File: src/rtl/conv_ctrl_pkg.sv
// Shared types and constants for the convolution sequencing controller.
// The state encoding is fixed at 4 bits with IDLE=0 and ERROR=15 so that
// status logic and debug tooling can decode the state bus directly.
package conv_ctrl_pkg;

  typedef enum logic [3:0] {
    IDLE      = 4'd0,
    ARM       = 4'd1,
    WAIT_DATA = 4'd2,
    FIND_SP   = 4'd3,
    FILL1     = 4'd4,
    FILL2     = 4'd5,
    RUN       = 4'd6,
    NEXT_PSUM = 4'd7,
    NEXT_IF   = 4'd8,
    UPDATE_SP = 4'd9,
    PSUM_RD   = 4'd10,
    PSUM_WR   = 4'd11,
    WAIT_WR   = 4'd12,
    DONE      = 4'd13,
    ERROR     = 4'd15
  } state_t;

  localparam int DEF_FILTER_ADDR_WIDTH = 8;
  localparam int DEF_NUM_LANES         = 4;
  localparam int DEF_WR_TIMEOUT        = 64;

  // Datapath conditions that stall the MAC pipeline.
  typedef struct packed {
    logic reading_empty;
    logic filter_cannot_read;
    logic sp_valid;
  } stall_bits_t;

  // The pipeline is frozen when input data, filter data or a start pointer is missing.
  function automatic logic calc_freeze(input stall_bits_t s);
    return s.reading_empty | s.filter_cannot_read | ~s.sp_valid;
  endfunction

endpackage

File: src/rtl/wr_timeout_counter.sv
// Saturating cycle counter for the psum write-acknowledge wait.
// expired is asserted in the last permitted WAIT_WR cycle (count would reach
// WR_TIMEOUT on the next edge without an ack), so the FSM spends at most
// WR_TIMEOUT cycles waiting.
module wr_timeout_counter #(
  parameter int WR_TIMEOUT = 64
) (
  input  logic clk,
  input  logic reset,
  input  logic en,
  input  logic ack,
  output logic expired
);

  localparam int CW = $clog2(WR_TIMEOUT + 1);
  localparam logic [CW-1:0] CNT_MAX  = CW'(WR_TIMEOUT);
  localparam logic [CW-1:0] CNT_LAST = CW'(WR_TIMEOUT - 1);

  logic [CW-1:0] count;

  // Count cycles spent waiting; clear outside the wait and on acknowledge.
  always_ff @(posedge clk or negedge reset) begin
    if (!reset) begin
      count <= '0;
    end else if (!en || ack) begin
      count <= '0;
    end else if (count != CNT_MAX) begin
      count <= count + 1'b1;
    end
  end

  assign expired = en && !ack && (count >= CNT_LAST);

endmodule

File: src/rtl/conv_seq_controller.sv
// Sequencing FSM for the multi-lane convolution datapath.
// Optional feature macro: CONV_PSUM_ACCUM_EN compiles in the psum
// read-modify-write path (PSUM_RD -> PSUM_WR -> WAIT_WR with timeout).
// Without it, the end of a job goes straight to DONE and psum_ren/psum_wen are 0.
module conv_seq_controller
  import conv_ctrl_pkg::*;
#(
  parameter int FILTER_ADDR_WIDTH = DEF_FILTER_ADDR_WIDTH,
  parameter int NUM_LANES         = DEF_NUM_LANES,
  parameter int WR_TIMEOUT        = DEF_WR_TIMEOUT
) (
  input  logic                         clk,
  input  logic                         reset,
  input  logic                         start,
  input  logic                         abort,
  input  logic                         if_empty,
  input  logic                         reading_empty,
  input  logic                         filter_cannot_read,
  input  logic                         sp_valid,
  input  logic [FILTER_ADDR_WIDTH-1:0] filter_count,
  input  logic                         f_co,
  input  logic                         psum_w_co,
  input  logic                         stride_ended,
  input  logic                         go_next_stride,
  input  logic                         go_next_filter,
  input  logic                         is_last_filter,
  input  logic                         ended,
  input  logic [NUM_LANES-1:0]         lane_mask,
  input  logic                         psum_valid,
  input  logic                         can_read_psum,
  input  logic                         wr_ack,
  input  logic                         error,
  output logic                         chip_en,
  output logic                         global_rst,
  output logic                         en_p_traverse,
  output logic                         ren,
  output logic                         ld_if,
  output logic                         i_en,
  output logic                         en_f_counter,
  output logic                         rst_f_counter,
  output logic                         next_stride,
  output logic                         next_filter,
  output logic                         rst_stride,
  output logic                         next_start,
  output logic                         make_empty,
  output logic                         psum_ren,
  output logic                         next_psum_raddr,
  output logic                         next_psum_waddr,
  output logic                         psum_wen,
  output logic [NUM_LANES-1:0]         mult_en,
  output logic [NUM_LANES-1:0]         ld_result,
  output logic                         busy,
  output logic                         done,
  output logic                         err_flag,
  output logic [3:0]                   dbg_state
);

  // Handshakes: strobes are single-cycle level requests valid in the cycle
  // they are high; the datapath acts on them at the next rising edge. Inputs
  // are sampled at that same edge; no extra register stages are inserted.

  state_t               state, state_next;
  logic [NUM_LANES-1:0] lane_q;
  logic                 freeze, run, wr_expired;

  assign freeze    = calc_freeze('{reading_empty: reading_empty,
                                   filter_cannot_read: filter_cannot_read,
                                   sp_valid: sp_valid});
  assign run       = !freeze && !f_co;
  assign dbg_state = state;

`ifdef CONV_PSUM_ACCUM_EN
  wr_timeout_counter #(.WR_TIMEOUT(WR_TIMEOUT)) u_wr_timeout (
    .clk     (clk),
    .reset   (reset),
    .en      (state == WAIT_WR),
    .ack     (wr_ack),
    .expired (wr_expired)
  );
`else
  logic unused_psum_inputs;
  assign wr_expired         = 1'b0;
  assign unused_psum_inputs = &{1'b0, psum_valid, can_read_psum, wr_ack, wr_expired,
                                (WR_TIMEOUT > 0)};
`endif

  // State register and lane mask latched when the job launches.
  always_ff @(posedge clk or negedge reset) begin
    if (!reset) begin
      state  <= IDLE;
      lane_q <= '0;
    end else begin
      state <= state_next;
      if (state == ARM && !start) lane_q <= lane_mask;
    end
  end

  // Next-state and strobe decode.
  always_comb begin
    state_next      = state;
    global_rst      = 1'b0;
    en_p_traverse   = 1'b0;
    ren             = 1'b0;
    ld_if           = 1'b0;
    i_en            = 1'b0;
    en_f_counter    = 1'b0;
    rst_f_counter   = 1'b0;
    next_stride     = 1'b0;
    next_filter     = 1'b0;
    rst_stride      = 1'b0;
    next_start      = 1'b0;
    make_empty      = 1'b0;
    psum_ren        = 1'b0;
    next_psum_raddr = 1'b0;
    next_psum_waddr = 1'b0;
    psum_wen        = 1'b0;
    mult_en         = '0;
    ld_result       = '0;
    done            = 1'b0;
    err_flag        = 1'b0;
    chip_en         = (state != IDLE);
    busy            = (state != IDLE) && (state != ERROR);

    case (state)
      IDLE: if (start) state_next = ARM;
      ARM: begin
        global_rst = 1'b1;
        if (!start) state_next = WAIT_DATA;
      end
      WAIT_DATA: if (!if_empty && filter_count != '0) state_next = FIND_SP;
      FIND_SP: begin
        en_p_traverse = !sp_valid;
        if (sp_valid) state_next = FILL1;
      end
      FILL1: if (!freeze) begin
        ren        = 1'b1;
        ld_if      = 1'b1;
        i_en       = 1'b1;
        state_next = FILL2;
      end
      FILL2: if (!freeze) begin
        ren        = 1'b1;
        ld_if      = 1'b1;
        i_en       = 1'b1;
        mult_en    = lane_q;
        state_next = RUN;
      end
      RUN: begin
        ren          = run;
        ld_if        = run;
        i_en         = run;
        en_f_counter = run;
        mult_en      = lane_q & {NUM_LANES{run}};
        ld_result    = lane_q & {NUM_LANES{run}};
        next_stride  = run && go_next_stride && !stride_ended && !ended;
        next_filter  = !freeze && go_next_filter;
        rst_stride   = !freeze && go_next_filter;
        if (is_last_filter && go_next_filter) begin
          state_next = NEXT_IF;
        end else if (ended) begin
`ifdef CONV_PSUM_ACCUM_EN
          state_next = PSUM_RD;
`else
          state_next = DONE;
`endif
        end else if (!freeze && f_co) begin
          state_next = NEXT_PSUM;
        end
      end
      NEXT_IF: begin
        make_empty = 1'b1;
        rst_stride = 1'b1;
        state_next = UPDATE_SP;
      end
      UPDATE_SP: begin
        next_start = 1'b1;
        state_next = RUN;
      end
      NEXT_PSUM: begin
        rst_f_counter   = 1'b1;
        next_psum_waddr = 1'b1;
        next_psum_raddr = 1'b1;
        state_next      = psum_w_co ? DONE : RUN;
      end
`ifdef CONV_PSUM_ACCUM_EN
      PSUM_RD: begin
        psum_ren = can_read_psum;
        if (psum_valid) state_next = PSUM_WR;
      end
      PSUM_WR: begin
        psum_wen   = 1'b1;
        state_next = WAIT_WR;
      end
      WAIT_WR: begin
        if (wr_ack) state_next = NEXT_PSUM;
        else if (wr_expired) state_next = ERROR;
      end
`endif
      DONE: begin
        done       = 1'b1;
        state_next = IDLE;
      end
      ERROR: begin
        err_flag = 1'b1;
        if (start) state_next = IDLE;
      end
      default: state_next = IDLE;
    endcase

    // Abort and datapath faults pre-empt every other transition.
    if (state != IDLE && (abort || error)) state_next = ERROR;
  end

endmodule

File: config.mk
export PLATFORM = sky130hd
export DESIGN_NAME = conv_seq_controller
export DESIGN_NICKNAME = d
export VERILOG_FILES = /design/src/rtl/conv_ctrl_pkg.sv /design/src/rtl/wr_timeout_counter.sv /design/src/rtl/conv_seq_controller.sv
export SDC_FILE = /design/constraint.sdc
export NUM_CORES = 1
export LEC_CHECK = 0
export CAP_MARGIN = 20
export CORE_ASPECT_RATIO = 1.5
export CORE_MARGIN = 3
export CORE_UTILIZATION = 26
export DETAILED_ROUTE_END_ITERATION = 16
export PLACE_DENSITY = 0.7
export SLEW_MARGIN = 10
export SYNTH_ARGS = -nofsm -noshare
export SYNTH_HDL_FRONTEND = slang
export SYNTH_SLANG_ARGS = --single-unit
File: constraint.sdc
create_clock -name clk -period 2 [get_ports clk]
set_input_delay 0.2 -clock clk [delete_from_list [all_inputs] [get_ports clk]]
set_output_delay 0.2 -clock clk [all_outputs]
set_load 0.01 [all_outputs]
==> results.sh, run 1 <==
export IMPL_rsz0062_at_grt="false"
export IMPL_synth_seq_area_share_pct=26.53
export IMPL_worstSkewPairLatency_ns=0.23
export IMPL_regArea_sq_um=200.2
export IMPL_numPortBuffers=57
export IMPL_cts_htree_levels=1
export IMPL_cts_tree="built"
export IMPL_power_density_nw_per_um2=461.3
export IMPL_worstSetupPathType="flip-flop to output pin"
export IMPL_yosysWarnings=0
export IMPL_finalClockSkew_ns=0.001262
export IMPL_status="completed"
export IMPL_std_cell_rows=23
export IMPL_preCtsSetupSlack_ns=-0.2687
export IMPL_num_vias=1047
export IMPL_numCtsBuffers=3
export IMPL_dr_pass1_iters=4
export IMPL_async_flop_share_pct=100.0
export IMPL_slowest_stage="clkdlybuf4s50_1"
export IMPL_antenna_found_initial=0
export IMPL_p_leak_nw=0.8530
export IMPL_syn2layout_area_growth_pct=111.9
export IMPL_yosys_area_top_type="dfrtp_1"
export IMPL_fin_nets=208
export IMPL_period_minus_slack_ns=1.935
export IMPL_startpoint_type="flip-flop"
export IMPL_synthCells=98
export IMPL_grt_pass1_wl_um=5071
export IMPL_syn_cell_area_sq_um=754.5
export IMPL_endpoint_kind="output pin"
export IMPL_overflow=0
export IMPL_clockPowerShare_pct=26.6
export IMPL_ioPinCount=63
export IMPL_cts_sinks=8
export IMPL_gp_congestion=0.8987
export IMPL_critical_path_max_fanout=14
export IMPL_fmax_mhz=516.9
export IMPL_synth_cell_types=29
export IMPL_die_area_sq_um=3598
export IMPL_core_area_sq_um=2734
export IMPL_switching_share_pct=31.53
export IMPL_whs_ns=0.2633
export IMPL_drt_vias_per_instance=4.939
export IMPL_setup_viol=0
export IMPL_finalHoldViolCount=0
export IMPL_grt_start_max_net_pins=15
export IMPL_clock_root_buffer="clkbuf_8"
export IMPL_yosys_register_bits=8
export IMPL_antenna_left=0
export IMPL_initial_utilization_pct=27.60
export IMPL_grt_pass1_vias=1103
export IMPL_avgSynthCellArea_sq_um=7.699
export IMPL_post_route_drc_count=0
export IMPL_critPathMostFrequentCell="buf_4"
export IMPL_critPathMaxStageDelay_ns=0.54
export IMPL_yosys_top_cells_count="nor2_1, and2_1, dfrtp_1"
export IMPL_drive_gt1_share_pct=24.57
export IMPL_wl_per_cell_um=14.80
export IMPL_peakVddDrop_uv=394.8
export IMPL_cts_hold_buffers_added=0
export IMPL_synth_edff_count=0
export IMPL_pwr_share_comb_pct=46.5
export IMPL_critPathTopFamily="buffers and inverters"
export IMPL_hp_class="input pin to async pin"
export IMPL_fin_crit_sh_pct=96.74
export IMPL_p_seq_share_pct=27.0
export IMPL_synthTopCellsByArea="dfrtp_1, nor2_1, buf_4, and2_1, mux2_2"
export IMPL_path_cells="buf_4 -> nand2b_1 -> buf_4 -> nor2_1 -> clkdlybuf4s50_1"
export IMPL_wirelength_um=3137
export IMPL_path_buf_inv=3
export IMPL_dieWidth_um=49.99
export IMPL_synth_top_area_share_pct=26.53
export IMPL_switchingPower_uw=232.6
export IMPL_yosysMostFrequentCell="nor2_1"
export IMPL_fillCellCount=245
export IMPL_clk_path_buf_depth=2
export IMPL_setup_ws_ns=0.06529
export IMPL_drt_iter0_markers=12
export IMPL_hpwl_um=2481
export IMPL_cap_violations=0
export IMPL_arrival_ns=1.73
export IMPL_crit_required_ns=1.80
export IMPL_num_antenna_cells=0
export IMPL_die_height_um=71.98
export IMPL_r2r_setup_slack_ns=0.10
export IMPL_slew_violations=0
export IMPL_p_int_uw=505.1
export IMPL_clk_pin_slew_ns=0.04
export IMPL_synth_ff_type="dfrtp_1"
export IMPL_grt_util_all_layers_pct=17.76
export IMPL_multi_input_area_sq_um=540.5
-- cell usage in the layout (no fill, tap or decap), drive strengths merged --
cell           count
and3               5
a21o               1
a2111o             1
nand2              5
mux2               4
clkdlybuf4s50     34
o21ai              5
or3                1
dlymetal6s2s       7
nand2b             5
buf               26
inv                2
a32o               2
nor4               4
nor3b              1
a21oi              5
a221oi             1
o22ai              1
dlygate4sd2       16
dfrtp              8
clkbuf             3
nor2              15
nor3               5
o32ai              1
or2                2
nand3              1
and2               8
mux2i              4
conb               2
-- stage by stage --
stage          TNS [ns]  cell area (sq um)  power (mW)  util [%]  cells
3_5_place_dp     -3.271               1475      0.5162     53.96    205
3_3_place_gp     -2.225               1475      0.5119     53.96    205
5_1_grt               0               1599      0.7770     58.49    212
2_1_floorplan         0              758.2      0.3321         -     99
6_report              0               1599      0.7377     58.49    212
4_1_cts        -0.02946               1538      0.7253     56.25    210
-- power groups by stage --
stage               sequential, mW  combinational [mW]  clock (mW)
floorplan                    0.203               0.129           0
global placement             0.200               0.312           0
detailed placement           0.201               0.316           0
CTS                          0.199               0.327       0.198
global route                 0.201               0.368       0.208
finish                       0.199               0.343       0.196
-- worst register-to-register path, delay by kind of cell, from the launching register on --
kind / cells / cell delay, ns
AO/OA/AOI/OAI: 3 / 0.73
flip-flops: 1 / 0.34
AND/OR/NAND/NOR: 2 / 0.51
buffers and inverters: 1 / 0.21
-- per-layer routing --
metal | GRT usage (%) | up-vias | part of all wire (%)
li1 | - | 494 | -
met1 | 15.60 | 503 | 34
met2 | 35.76 | 42 | 58
met3 | 4.723 | 8 | 6.9
met4 | 8.000 | 0 | 1.8
met5 | 0 | - | 0
-- final cells by class --
type | count | share of cell area [%]
Clock buffer | 3 | 2.582
Inverter | 2 | 0.4695
Multi-Input combinational cell | 79 | 33.80
Sequential cell | 8 | 12.52
Tap cell | 37 | 2.895
Timing Repair Buffer | 83 | 47.73
-- cell families (layout without fill, tap and decap cells) --
kind of cell / Yosys count / after routing / synth area share [%]
flops: 8 / 8 / 26.53
buf+inv: 12 / 88 / 9.619
compound gates: 17 / 17 / 14.93
mux: 8 / 8 / 11.28
simple gates: 52 / 52 / 37.15
other cells: 1 / 2 / 0.4970
-- state kept, by name (all words and copies together) (netlist names) --
register,cells
lane_q,4
dbg_state,4
-- repair_timing --
action                                 in CTS  in global routing
setup buffers                               2                  2
endpoints found under the hold margin       0                  0
gates resized for setup                    22                 12
setup endpoints to repair                  17                 13
pin swaps                                   0                  1
-- worst paths after layout --
| check | start | to | depth (start not counted) |
|---|---|---|---|
| max in group asynchronous | reset | lane_q[2] | 1 |
| setup reg to reg | dbg_state[1] | dbg_state[3] | 6 |
| hold / removal | reset | lane_q[1] | 1 |
| min in group clk | lane_q[0] | lane_q[0] | 1 |
| hold reg to reg | lane_q[0] | lane_q[0] | 1 |
| setup / recovery | dbg_state[1] | global_rst | 5 |
No activity file was read; power rests on OpenSTA's default activity.
==> inputs of run 2 (changes only) <==
- SLEW_MARGIN: 10 -> not set
==> results of run 2 <==
The final DEF is identical to that of run 1; final timing and power are the same.
